[src/rtl/mips_pkg.sv]
// Shared MIPS datapath constants: register-file geometry and the write-back
// data source select table used by both control and datapath.
package mips_pkg;

  localparam int          DATA_W   = 32;
  localparam logic [4:0]  REG_ZERO = 5'd0;
  localparam logic [4:0]  REG_SP   = 5'd29;
  localparam logic [31:0] SP_RESET = 32'd227;

  // Write-back data source select; the encoding is shared with the control unit.
  typedef enum logic [3:0] {
    SRC_ALU   = 4'd0,
    SRC_MEM   = 4'd1,
    SRC_PC4   = 4'd2,
    SRC_HI    = 4'd3,
    SRC_LO    = 4'd4,
    SRC_LUI   = 4'd5,
    SRC_SHIFT = 4'd6,
    SRC_CMP   = 4'd7,
    SRC_9     = 4'd8
  } src_sel_e;

  function automatic logic is_zero_reg(input logic [4:0] addr);
    return addr == REG_ZERO;
  endfunction

endpackage

[src/rtl/reg_bank_read_port.sv]
// One combinational register-file read port: register 0 is forced to zero and,
// when enabled, a same-cycle write to the addressed register is forwarded.
module reg_read_port #(
  parameter int DATA_W = 32,
  parameter int BYPASS = 1
) (
  input  logic [4:0]        read_reg,
  input  logic [DATA_W-1:0] stored,
  input  logic              reg_write,
  input  logic [4:0]        write_reg,
  input  logic [DATA_W-1:0] write_data,
  output logic [DATA_W-1:0] read_data
);
  import mips_pkg::*;

  logic hit;

  assign hit = reg_write && (write_reg == read_reg) && !is_zero_reg(write_reg);

  always_comb begin
    read_data = '0;
    if (!is_zero_reg(read_reg)) begin
      if ((BYPASS != 0) && hit) read_data = write_data;
      else                      read_data = stored;
    end
  end

endmodule

[src/rtl/reg_bank.sv]
// Architectural register file: 32 GPRs with two read ports plus the HI/LO pair,
// fed by the write-back data source selector.
module reg_bank #(
  parameter int              DATA_W   = mips_pkg::DATA_W,
  parameter logic [DATA_W-1:0] SP_RESET = DATA_W'(mips_pkg::SP_RESET),
  parameter int              BYPASS   = 1
) (
  input  logic              clk,
  input  logic              rst_n,
  input  logic              reg_write,
  input  logic [4:0]        write_reg,
  input  logic [DATA_W-1:0] write_data,
  input  logic [4:0]        read_reg1,
  input  logic [4:0]        read_reg2,
  output logic [DATA_W-1:0] read_data1,
  output logic [DATA_W-1:0] read_data2,
  input  logic              hilo_write,
  input  logic [DATA_W-1:0] hi_in,
  input  logic [DATA_W-1:0] lo_in,
  output logic [DATA_W-1:0] hi_out,
  output logic [DATA_W-1:0] lo_out,
  output logic              wr_ack
);
  import mips_pkg::*;

  logic [DATA_W-1:0] gpr [32];
  logic [DATA_W-1:0] hi_q;
  logic [DATA_W-1:0] lo_q;

  // GPR array; entry 0 is held at zero and never written.
  always_ff @(posedge clk or negedge rst_n) begin
    if (!rst_n) begin
      for (int i = 0; i < 32; i++)
        gpr[i] <= (i == int'(REG_SP)) ? SP_RESET : '0;
    end else if (reg_write && !is_zero_reg(write_reg)) begin
      gpr[write_reg] <= write_data;
    end
  end

  always_ff @(posedge clk or negedge rst_n) begin
    if (!rst_n) begin
      hi_q <= '0;
      lo_q <= '0;
    end else if (hilo_write) begin
      hi_q <= hi_in;
      lo_q <= lo_in;
    end
  end

  // Acknowledges every accepted commit, including the dropped write to reg 0.
  always_ff @(posedge clk or negedge rst_n) begin
    if (!rst_n) wr_ack <= 1'b0;
    else        wr_ack <= reg_write;
  end

  assign hi_out = hi_q;
  assign lo_out = lo_q;

  reg_read_port #(
    .DATA_W (DATA_W),
    .BYPASS (BYPASS)
  ) u_port_rs (
    .read_reg   (read_reg1),
    .stored     (gpr[read_reg1]),
    .reg_write  (reg_write),
    .write_reg  (write_reg),
    .write_data (write_data),
    .read_data  (read_data1)
  );

  reg_read_port #(
    .DATA_W (DATA_W),
    .BYPASS (BYPASS)
  ) u_port_rt (
    .read_reg   (read_reg2),
    .stored     (gpr[read_reg2]),
    .reg_write  (reg_write),
    .write_reg  (write_reg),
    .write_data (write_data),
    .read_data  (read_data2)
  );

endmodule

[config.mk]
export PLATFORM = sky130hd
export DESIGN_NAME = reg_bank
export DESIGN_NICKNAME = d
export VERILOG_FILES = /design/src/rtl/mips_pkg.sv /design/src/rtl/reg_bank_read_port.sv /design/src/rtl/reg_bank.sv
export SDC_FILE = /design/constraint.sdc
export NUM_CORES = 2
export LEC_CHECK = 0
export BUFFER_PORTS_ARGS = -buffer_cell sky130_fd_sc_hd__buf_2
export CAP_MARGIN = 25
export CORE_ASPECT_RATIO = 1.5
export CORE_MARGIN = 5
export CORE_UTILIZATION = 50
export DETAILED_ROUTE_END_ITERATION = 8
export GPL_ROUTABILITY_DRIVEN = 0
export PLACE_DENSITY = 0.67
export REMOVE_ABC_BUFFERS = 1
export SLEW_MARGIN = 30
export SYNTH_ARGS = -nofsm -noshare
export SYNTH_HDL_FRONTEND = slang
export SYNTH_SLANG_ARGS = --single-unit
export TNS_END_PERCENT = 1
[constraint.sdc]
create_clock -name clk -period 4.4 [get_ports clk]
set_clock_uncertainty 0.05 [all_clocks]
set_input_delay 0.22 -clock clk [delete_from_list [all_inputs] [get_ports clk]]
set_output_delay 0.22 -clock clk [all_outputs]
set_load 0.005 [all_outputs]
==> flow_metrics.env <==
export IMPL_multi_input_area_um2=28140
export IMPL_grt_ovfl_total=0
export IMPL_drive_above_1_share_pct=51.17
export IMPL_synth_top_flop_cell="dfrtp_1"
export IMPL_p_leak_uw=0.02806
export IMPL_syn_cell_area_um2=57420
export IMPL_final_common_cell="mux2_2"
export IMPL_crit_required_ns=4.13
export IMPL_fp_coreArea_um2=114300
export IMPL_fin_crit_ns=3.702
export IMPL_placed_cells=5527
export IMPL_dp_slack_ns=0.9303
export IMPL_fin_tns_setup_ns=0
export IMPL_swShare_pct=27.07
export IMPL_whs_ns=0.05352
export IMPL_hold_class="in2reg"
export IMPL_post_dp_hpwl_um=113700
export IMPL_worstSetupStartpointType="primary input"
export IMPL_cts_made_buffers=108
export IMPL_synth_top_area_share_pct=47.24
export IMPL_crit_type="in2out"
export IMPL_p_clk_share_pct=34.5
export IMPL_postPlaceCellArea_um2=60070
export IMPL_io_pins=244
export IMPL_ys_ff_latch=1089
export IMPL_synthCells=4054
export IMPL_grt_pass1_vias=40878
export IMPL_powerDensity_nw_per_um2=447.4
export IMPL_grt_pass1_wl_um=271500
export IMPL_layout_setup_ws_ns=0.6981
export IMPL_cts_buffer_depth=3
export IMPL_grt_antenna_before_repair=7
export IMPL_avgSynthCellArea_um2=14.16
export IMPL_viasPerCell=6.628
export IMPL_wirelength_um=182000
export IMPL_synth_distinct_cells=50
export IMPL_max_freq_mhz=270.1
export IMPL_track_usage_pct=29.79
export IMPL_wire_per_inst_um=31.42
export IMPL_initial_core_util_pct=50.23
export IMPL_fin_cells=5793
export IMPL_syn_to_final_growth_pct=12.38
export IMPL_arrival_ns=3.43
export IMPL_ant_nets=0
export IMPL_die_h_um=425.0
export IMPL_die_width_um=286.7
export IMPL_max_slew_margin_pct=29.30
export IMPL_intPower_uw=21050
export IMPL_clock_latency_ns=0.72
export IMPL_final_nets=4278
export IMPL_p_sw_uw=7814
export IMPL_fin_crit_sh_pct=84.13
export IMPL_die_area_um2=121900
export IMPL_finalMaxSlewViolations=0
export IMPL_drt_pass1_iterations=5
export IMPL_status="finished, final reports clean"
export IMPL_pwr_share_seq_pct=45.5
export IMPL_cts_sinks=1089
export IMPL_nFillCells=9227
export IMPL_max_vdd_ir_drop_v=0.0003631
export IMPL_grt_max_degree=121
export IMPL_clk_pin_slew_worst_paths_ns=0.06
export IMPL_finish_instance_area_um2=64520
export IMPL_end_kind="output port"
export IMPL_setup_viol_count_final=0
export IMPL_async_flop_share_pct=100.0
export IMPL_layout_common_cells="mux2_2, dfrtp_1, mux4_2, buf_2, nor3_1"
export IMPL_drtIter0Drc=3109
export IMPL_root_buffer="clkbuf_16"
export IMPL_finalHoldViolations=0
export IMPL_numPortBuffers=243
export IMPL_grt_setup_unrepaired="no"
export IMPL_tightest_slew_ns=1.057
export IMPL_synth_largest_area_cell="dfrtp_1"
export IMPL_cts_tree="yes"
export IMPL_seqCellArea_um2=27260
export IMPL_synth_area_leaders="dfrtp_1, mux2_2, mux4_2"
export IMPL_crit_path_max_fanout=25
export IMPL_cap_violations=0
export IMPL_yosys_warnings=0
export IMPL_vias=38396
export IMPL_route_detailed_drc=0
export IMPL_synth_edff_count=0
export IMPL_cts_max_level=3
export IMPL_rows=152
export IMPL_ys_seq_area_share_pct=47.47
export IMPL_cts_resized_gates=0
export IMPL_combPwrFrac_pct=19.9
[kinds of logic after synthesis]
group	after synthesis	synth area share (%)
AOI/OAI and AO/OA	267	3.417
xor gates and xnor gates	10	0.1526
buffers and inverters	459	3.912
DFF	1089	47.47
muxes	1696	40.60
and+or+nand+nor	533	4.443
[power groups by stage]
stage | Combinational (µW) | Clock (µW) | Sequential (µW)
detailed placement | 5710 | 0 | 13300
CTS | 5770 | 10100 | 13100
global route | 6170 | 10500 | 13400
global placement | 5600 | 0 | 13200
finish | 5750 | 9970 | 13100
floorplan | 3930 | 0 | 12900
[flip-flops by register name (all words and copies together), names as in the netlist]
signal  cells
gpr      1024
hi_out     32
lo_out     32
wr_ack      1
[layer usage]
metal | share of wire [%] | vias to the layer above | track usage, % | wire, µm
met5 | 0.015 | - | 0 | 27
met1 | 38 | 20491 | 37.76 | 69130
li1 | - | 15683 | - | -
met4 | 5.6 | 4 | 14.70 | 10180
met3 | 6.9 | 530 | 4.928 | 12540
met2 | 50 | 1688 | 49.91 | 90130
[layout make-up]
type	instances	area share, %
antenna	6	0.02327
clock buffer	153	4.916
clock inverter	41	0.9366
inverter	1	0.005818
multi-input combinational	2506	43.61
sequential	1089	42.25
tap	1540	2.986
timing repair buffer	457	5.278
[per-stage QoR]
step,power [µW],utilization [%]
floorplan,16790,-
global placement,18750,52.52
detailed placement,19000,52.55
CTS,29000,56.44
global route,30040,56.44
finish,28870,56.45
[cell usage after synthesis, types with 2 or more instances]
cell and n:
xnor2_1 3, buf_4 59, mux2i_1 61, dfstp_2 5, nor4b_1 2, a2111oi_0 2
buf_2 121, nand2b_1 9, a21oi_1 2, nor3_1 221, nor2_2 4, nor4_2 2
a221o_1 30, mux2_2 1162, a211oi_1 4, nand2_1 20, nor4_1 32, mux2_1 92
nor3b_1 7, o22ai_1 158, or2_2 2, xor2_1 7, o221ai_1 62, nand4_1 2
dfrtp_1 1084, and3_1 2, or3b_1 4, nand3b_1 8, mux4_2 381, buf_1 39
nor2b_1 6, clkbuf_1 219, buf_6 20, nor2_1 202, nand3_1 5
[worst max-delay path, stage by stage]
cell           delay, ns
dlygate4sd3_1       0.52
buf_2               0.22
a21boi_0            0.53
and4_2              1.02
nor3_1              0.19
nor3_1              0.48
buf_2               0.21
[repair_timing]
action | CTS | global route
hold buffers | 66 | 0
setup buffers | 0 | 0
endpoints found under the hold margin | 134 | 0
[worst paths after layout]
kind                             from             end  slack (ns)  cells past startpoint
setup reg to reg            lo_out[2]       lo_out[2]        3.54                      1
min in group asynchronous       rst_n        gpr[892]        0.08                      2
hold / removal             hilo_write      lo_out[21]        0.05                      2
max in group asynchronous       rst_n        gpr[595]        2.88                      4
hold reg to reg              gpr[993]        gpr[993]        0.35                      0
setup / recovery            reg_write  read_data1[15]        0.70                      7
(Power assumes the default switching activity.)
